`config.mk`:
```
export PLATFORM = sky130hd
export DESIGN_NAME = tdc_frame_packer
export DESIGN_NICKNAME = d
export VERILOG_FILES = /design/src/rtl/tdc_frame_packer.sv
export SDC_FILE = /design/constraint.sdc
export NUM_CORES = 1
export LEC_CHECK = 0
export BUFFER_PORTS_ARGS = -buffer_cell sky130_fd_sc_hd__buf_2
export CAP_MARGIN = 20
export CORE_MARGIN = 10
export CORE_UTILIZATION = 45
export DETAILED_ROUTE_END_ITERATION = 12
export PLACE_DENSITY = 0.66
export SYNTH_ARGS = -nofsm -noshare
export SYNTH_HDL_FRONTEND = slang
export SYNTH_SLANG_ARGS = --single-unit
```
`constraint.sdc`:
```
create_clock -name clk -period 3.24 [get_ports clk]
set_input_delay 0 -clock clk [delete_from_list [all_inputs] [get_ports clk]]
set_output_delay 0 -clock clk [all_outputs]
set_load 0.005 [all_outputs]
```
`src/rtl/tdc_frame_packer.sv`:
```
// tdc_frame_packer
//   Buffers single-cycle TDC measurements in a small FIFO and sends each one
//   to the UART as a byte frame: HEADER, sequence number, sample and, when
//   TDC_FRAME_CHECKSUM_EN is defined, a checksum byte (HEADER ^ SEQ ^ DATA).
//   The frame bytes use a valid/ready handshake, and the byte outputs are
//   registered.
//
// Ports
//   clk           system clock, rising edge
//   rst           synchronous reset, active high
//   counter_data  TDC measurement, sampled when counter_valid=1
//   counter_valid one-cycle strobe, no backpressure
//   axi_data      byte to UART
//   axi_valid     axi_data holds a byte to send
//   axi_ready     UART accepts byte (transfer when valid & ready at edge)
//   fifo_level    FIFO occupancy 0..DEPTH (in-flight sample not counted)
//   overflow      sticky, set when a sample is dropped
//   drop_count    dropped samples, saturating at 255
//
// Build option: define TDC_FRAME_CHECKSUM_EN for 4-byte frames with checksum.
module tdc_frame_packer #(
  parameter int unsigned DEPTH  = 8,
  parameter logic [7:0]  HEADER = 8'hA5
) (
  input  logic                   clk,
  input  logic                   rst,
  input  logic [7:0]             counter_data,
  input  logic                   counter_valid,
  output logic [7:0]             axi_data,
  output logic                   axi_valid,
  input  logic                   axi_ready,
  output logic [$clog2(DEPTH):0] fifo_level,
  output logic                   overflow,
  output logic [7:0]             drop_count
);

  localparam int unsigned AW = $clog2(DEPTH);
  localparam logic [AW:0] FULL_LVL = (AW+1)'(DEPTH);

`ifdef TDC_FRAME_CHECKSUM_EN
  typedef enum logic [2:0] {IDLE, HDR, SEQ, DAT, CHK} state_t;
`else
  typedef enum logic [1:0] {IDLE, HDR, SEQ, DAT} state_t;
`endif

  state_t          state_q, state_d;
  logic [7:0]      mem_q [DEPTH];
  logic [AW-1:0]   wr_ptr_q, rd_ptr_q;
  logic [AW:0]     level_q;
  logic [7:0]      data_q;
  logic [7:0]      seq_q, seq_d;
  logic [7:0]      axi_data_q, axi_data_d;
  logic            axi_valid_q, axi_valid_d;
  logic            overflow_q;
  logic [7:0]      drop_q;

  logic pop, push, xfer;

  // A pop on the same edge frees a slot, so a push into a full FIFO still
  // succeeds when the FSM is pulling an entry at that moment.
  assign pop  = (state_q == IDLE) && (level_q != '0);
  assign push = counter_valid && ((level_q != FULL_LVL) || pop);
  assign xfer = axi_valid_q && axi_ready;

  always_comb begin
    state_d     = state_q;
    axi_valid_d = axi_valid_q;
    axi_data_d  = axi_data_q;
    seq_d       = seq_q;
    case (state_q)
      IDLE: begin
        if (pop) begin
          state_d     = HDR;
          axi_valid_d = 1'b1;
          axi_data_d  = HEADER;
        end
      end
      HDR: begin
        if (xfer) begin
          state_d    = SEQ;
          axi_data_d = seq_q;
        end
      end
      SEQ: begin
        if (xfer) begin
          state_d    = DAT;
          axi_data_d = data_q;
        end
      end
      DAT: begin
        if (xfer) begin
`ifdef TDC_FRAME_CHECKSUM_EN
          state_d    = CHK;
          axi_data_d = HEADER ^ seq_q ^ data_q;
`else
          state_d     = IDLE;
          axi_valid_d = 1'b0;
          axi_data_d  = '0;
          seq_d       = seq_q + 8'd1;
`endif
        end
      end
`ifdef TDC_FRAME_CHECKSUM_EN
      CHK: begin
        if (xfer) begin
          state_d     = IDLE;
          axi_valid_d = 1'b0;
          axi_data_d  = '0;
          seq_d       = seq_q + 8'd1;
        end
      end
`endif
      default: begin
        state_d     = IDLE;
        axi_valid_d = 1'b0;
        axi_data_d  = '0;
      end
    endcase
  end

  always_ff @(posedge clk) begin
    if (rst) begin
      state_q     <= IDLE;
      wr_ptr_q    <= '0;
      rd_ptr_q    <= '0;
      level_q     <= '0;
      data_q      <= '0;
      seq_q       <= '0;
      axi_data_q  <= '0;
      axi_valid_q <= 1'b0;
      overflow_q  <= 1'b0;
      drop_q      <= '0;
    end else begin
      state_q     <= state_d;
      seq_q       <= seq_d;
      axi_data_q  <= axi_data_d;
      axi_valid_q <= axi_valid_d;
      if (push) wr_ptr_q <= wr_ptr_q + 1'b1;
      if (pop) begin
        rd_ptr_q <= rd_ptr_q + 1'b1;
        data_q   <= mem_q[rd_ptr_q];
      end
      case ({push, pop})
        2'b10:   level_q <= level_q + 1'b1;
        2'b01:   level_q <= level_q - 1'b1;
        default: level_q <= level_q;
      endcase
      if (counter_valid && !push) begin
        overflow_q <= 1'b1;
        if (drop_q != 8'hFF) drop_q <= drop_q + 8'd1;
      end
    end
  end

  // Storage needs no reset; the pointers define which entries are valid.
  always_ff @(posedge clk) begin
    if (!rst && push) mem_q[wr_ptr_q] <= counter_data;
  end

  assign axi_data   = axi_data_q;
  assign axi_valid  = axi_valid_q;
  assign fifo_level = level_q;
  assign overflow   = overflow_q;
  assign drop_count = drop_q;

endmodule

```
==> metrics <==
YS warnings=0; postcts setup bufs=0; Peak VDD IR=~400 uV; R2R depth=8; synth top area cells=edfxtp_1 (40%), dfxtp_1 (19%), mux4_2 (7.6%), nor2_1 (3.6%), mux2i_1 (3.6%); Critical Path AT=about 3000 ps; final core occ=between 50% and 60%; Max Slew Vio Count=0; Total GRT Usage=between 10 and 15%; Sink Count=110; period utilisation layout=82.40%; Setup crit end kind=register; first-pass GRT wire length=~15 mm; fmax=0.3746 GHz; vias in the first global route=2931; RSZ-0062 raised after global routing=no; switching share of power=around 34%; hold slack=around 110 ps; Syn Std Cell Area=4755 um2; reg2reg start=fifo_level[3]$_SDFFE_PP0P_; CP Max Fanout=12; Layout Nets=422; required time worst endpoint=roughly 3500 ps; Mean Syn Cell Area=13.17 um2; Fin Setup TNS=0 ps; Wirelength per Cell=roughly 17 um; die area=~15000 um2; chip height=around 120 um; placed cell area=between 5000 and 6000 um2; clock tree from TritonCTS=done; PwrDens=roughly 730 nW/um2; final setup violation count=0; port bufs=33; Place WS=between 600 and 700 ps; Root Buffer Master=clkbuf_8; Post-route DRC=0; Maximum Capacitance Violations=0; Final Cell Area=roughly 5400 um2; Final HPWL DP=~6 mm; Post-Syn Nets=between 300 and 400; total CTS buffers=9; proportion of layout cells with a drive suffix above 1=19.60%; P_int=2.556 mW; Synth cell types=51; Setup WS post-layout=approximately 570 ps; H-tree depth=3; outcome=finished clean; Std-Cell Rows=37; Core ar.=approximately 10000 um2; Setup CP Type=reg -> reg; worst reg2reg setup slack=approximately 570 ps; Initial Utilization=between 40% and 50%; Multi-input gate area=between 1500 and 2000 um2; hold crit path type=in -> reg; clock group share of total power=between 20 and 25%; Sequential Area=between 2000 and 3000 um2; vias per cell=around 5.5; Vias=around 3000; Critical Path Start Type=register; Top FF cell, synth=edfxtp_1; R2R Path End=fifo_level[3]$_SDFFE_PP0P_; initial antenna violation count=0; hold_sp=counter_valid; sw power=between 1 and 1.5 mW; diode count=0; drt first pass iters=4; relative slew slack=35.82%; I/O pins=34; Die Wd=about 120 um; Reg power frac=between 40% and 50%; fillers=slightly below 900; hold path cells=4; Syn Inst Count=361; total power draw=3.885 mW; Comb power frac=between 30% and 40%; sink of the worst hold path=wr_ptr_q[2]$_SDFFE_PP0P_; final WL=9.023 mm; sequential-to-total area share from yosys stat=59.79%; cell taking the most area after synthesis=edfxtp_1; gpl congestion=just under 0.8; Synth async-reset ratio=0%; Yosys reg bits=110; P_leak=around 1.9 nW; Final min period=roughly 2700 ps; number of synthesized flops with an enable pin=64; Clock Pin Slew Worst Setup and Hold Paths=110 ps; total global routing overflow=0; Non-Filler Instances=between 500 and 600; Initial DRC Count=250; post-route ant nets=0; largest net degree at the start of global routing=56; Worst Max-Slew Pin Slew=962.7 ps; Bufs on Longest Clock Path=2; Worst Clk Skew=about 13 ps; Worst-Skew Late Latency=370 ps; synthesis-to-layout area growth=12.55%; final hold violations=0; placed cells=between 500 and 600; top-area cell type share of the netlist area=40.42%
-- final cells by class --
type,instances,area share [%]
sequential,110,53.12
multi-input combinational,218,33.01
timing repair buffer,51,6.032
tap,136,3.180
clock buffer,9,2.315
clock inverter,7,1.777
inverter,8,0.5611
-- cells by family after synthesis --
family | after synthesis | share of synthesized area [%]
adders and majority gates | 12 | 3.316
xor gates and xnor gates | 14 | 2.579
DFF | 110 | 59.79
buffers and inverters | 33 | 3.184
and+or+nand+nor | 108 | 11.61
AOI/OAI and AO/OA | 51 | 8.368
muxes | 33 | 11.16
-- power by group through the flow --
| stage | Clock, mW | Sequential, mW | Combinational, mW |
|---|---|---|---|
| 2_1_floorplan | 0 | 1.72 | 1.04 |
| 3_3_place_gp | 0 | 1.79 | 1.22 |
| 3_5_place_dp | 0 | 1.80 | 1.24 |
| 4_1_cts | 0.921 | 1.77 | 1.25 |
| 5_1_grt | 0.967 | 1.79 | 1.40 |
| 6_report | 0.886 | 1.76 | 1.24 |
-- placed cells by master, fill, tap and decap left out, drive strengths merged, types with 6 or more instances in the layout --
cell          n
dlygate4sd3   9
xor2          7
buf          42
a21oi        10
mux4         16
mux2i        17
nor3          6
ha           11
nor2         46
a211oi       16
dfxtp        46
inv          12
clkbuf        9
nand3         6
edfxtp       64
xnor2         7
nand2        18
-- routing by layer --
metal | vias to the layer above | part of all wire (%) | GRT usage (%)
li1 | 1443 | - | -
met1 | 1443 | 45 | 15.28
met2 | 58 | 48 | 21.02
met3 | 16 | 5.2 | 3.352
met4 | 0 | 1.5 | 3.976
met5 | - | 0 | 0
-- worst max-delay path, stage by stage, from the launching register on --
cell	delay, ps
dfxtp_1	420
o41a_1	470
nand2_1	170
inv_1	130
ha_1	330
a21oi_1	190
nand2_1	120
and4b_1	220
or4_1	500
-- sequential cells by signal, indices dropped and copies added, names as in the netlist --
signal / flops
state_q: 2
fifo_level: 4
overflow: 1
rd_ptr_q: 3
drop_count: 8
seq_q: 8
mem_q: 64
axi_data: 8
wr_ptr_q: 3
axi_valid: 1
data_q: 8
-- synthesized netlist by cell type (6+ instances only) --
cell      instances
a211oi_1         16
nand3_1           6
xnor2_1           7
xor2_1            7
buf_2             7
a21oi_1          10
nor3_1            6
dfxtp_1          46
mux4_2           16
nor2_1           46
ha_1             11
clkbuf_1         11
edfxtp_1         64
nand2_1          18
mux2i_1          17
inv_1             8
-- repair_timing --
item                      CTS  global route
resized for setup           0             0
hold buffers                9             0
hold endpoints to repair   65             0
-- worst max path at each step --
stage | startpoint | endpoint | slack (ps) | cells after the start
after floorplan | state_q[0]$_SDFFE_PP0P_ | fifo_level[3]$_SDFFE_PP0P_ | 650 | 11
after global placement | fifo_level[3]$_SDFFE_PP0P_ | fifo_level[3]$_SDFFE_PP0P_ | 730 | 8
after detailed placement | fifo_level[3]$_SDFFE_PP0P_ | fifo_level[3]$_SDFFE_PP0P_ | 620 | 8
after CTS | fifo_level[3]$_SDFFE_PP0P_ | fifo_level[3]$_SDFFE_PP0P_ | 590 | 8
after global routing | state_q[0]$_SDFFE_PP0P_ | fifo_level[3]$_SDFFE_PP0P_ | 380 | 10
final | fifo_level[3]$_SDFFE_PP0P_ | fifo_level[3]$_SDFFE_PP0P_ | 570 | 8
Power figures use the tool's default switching activity.
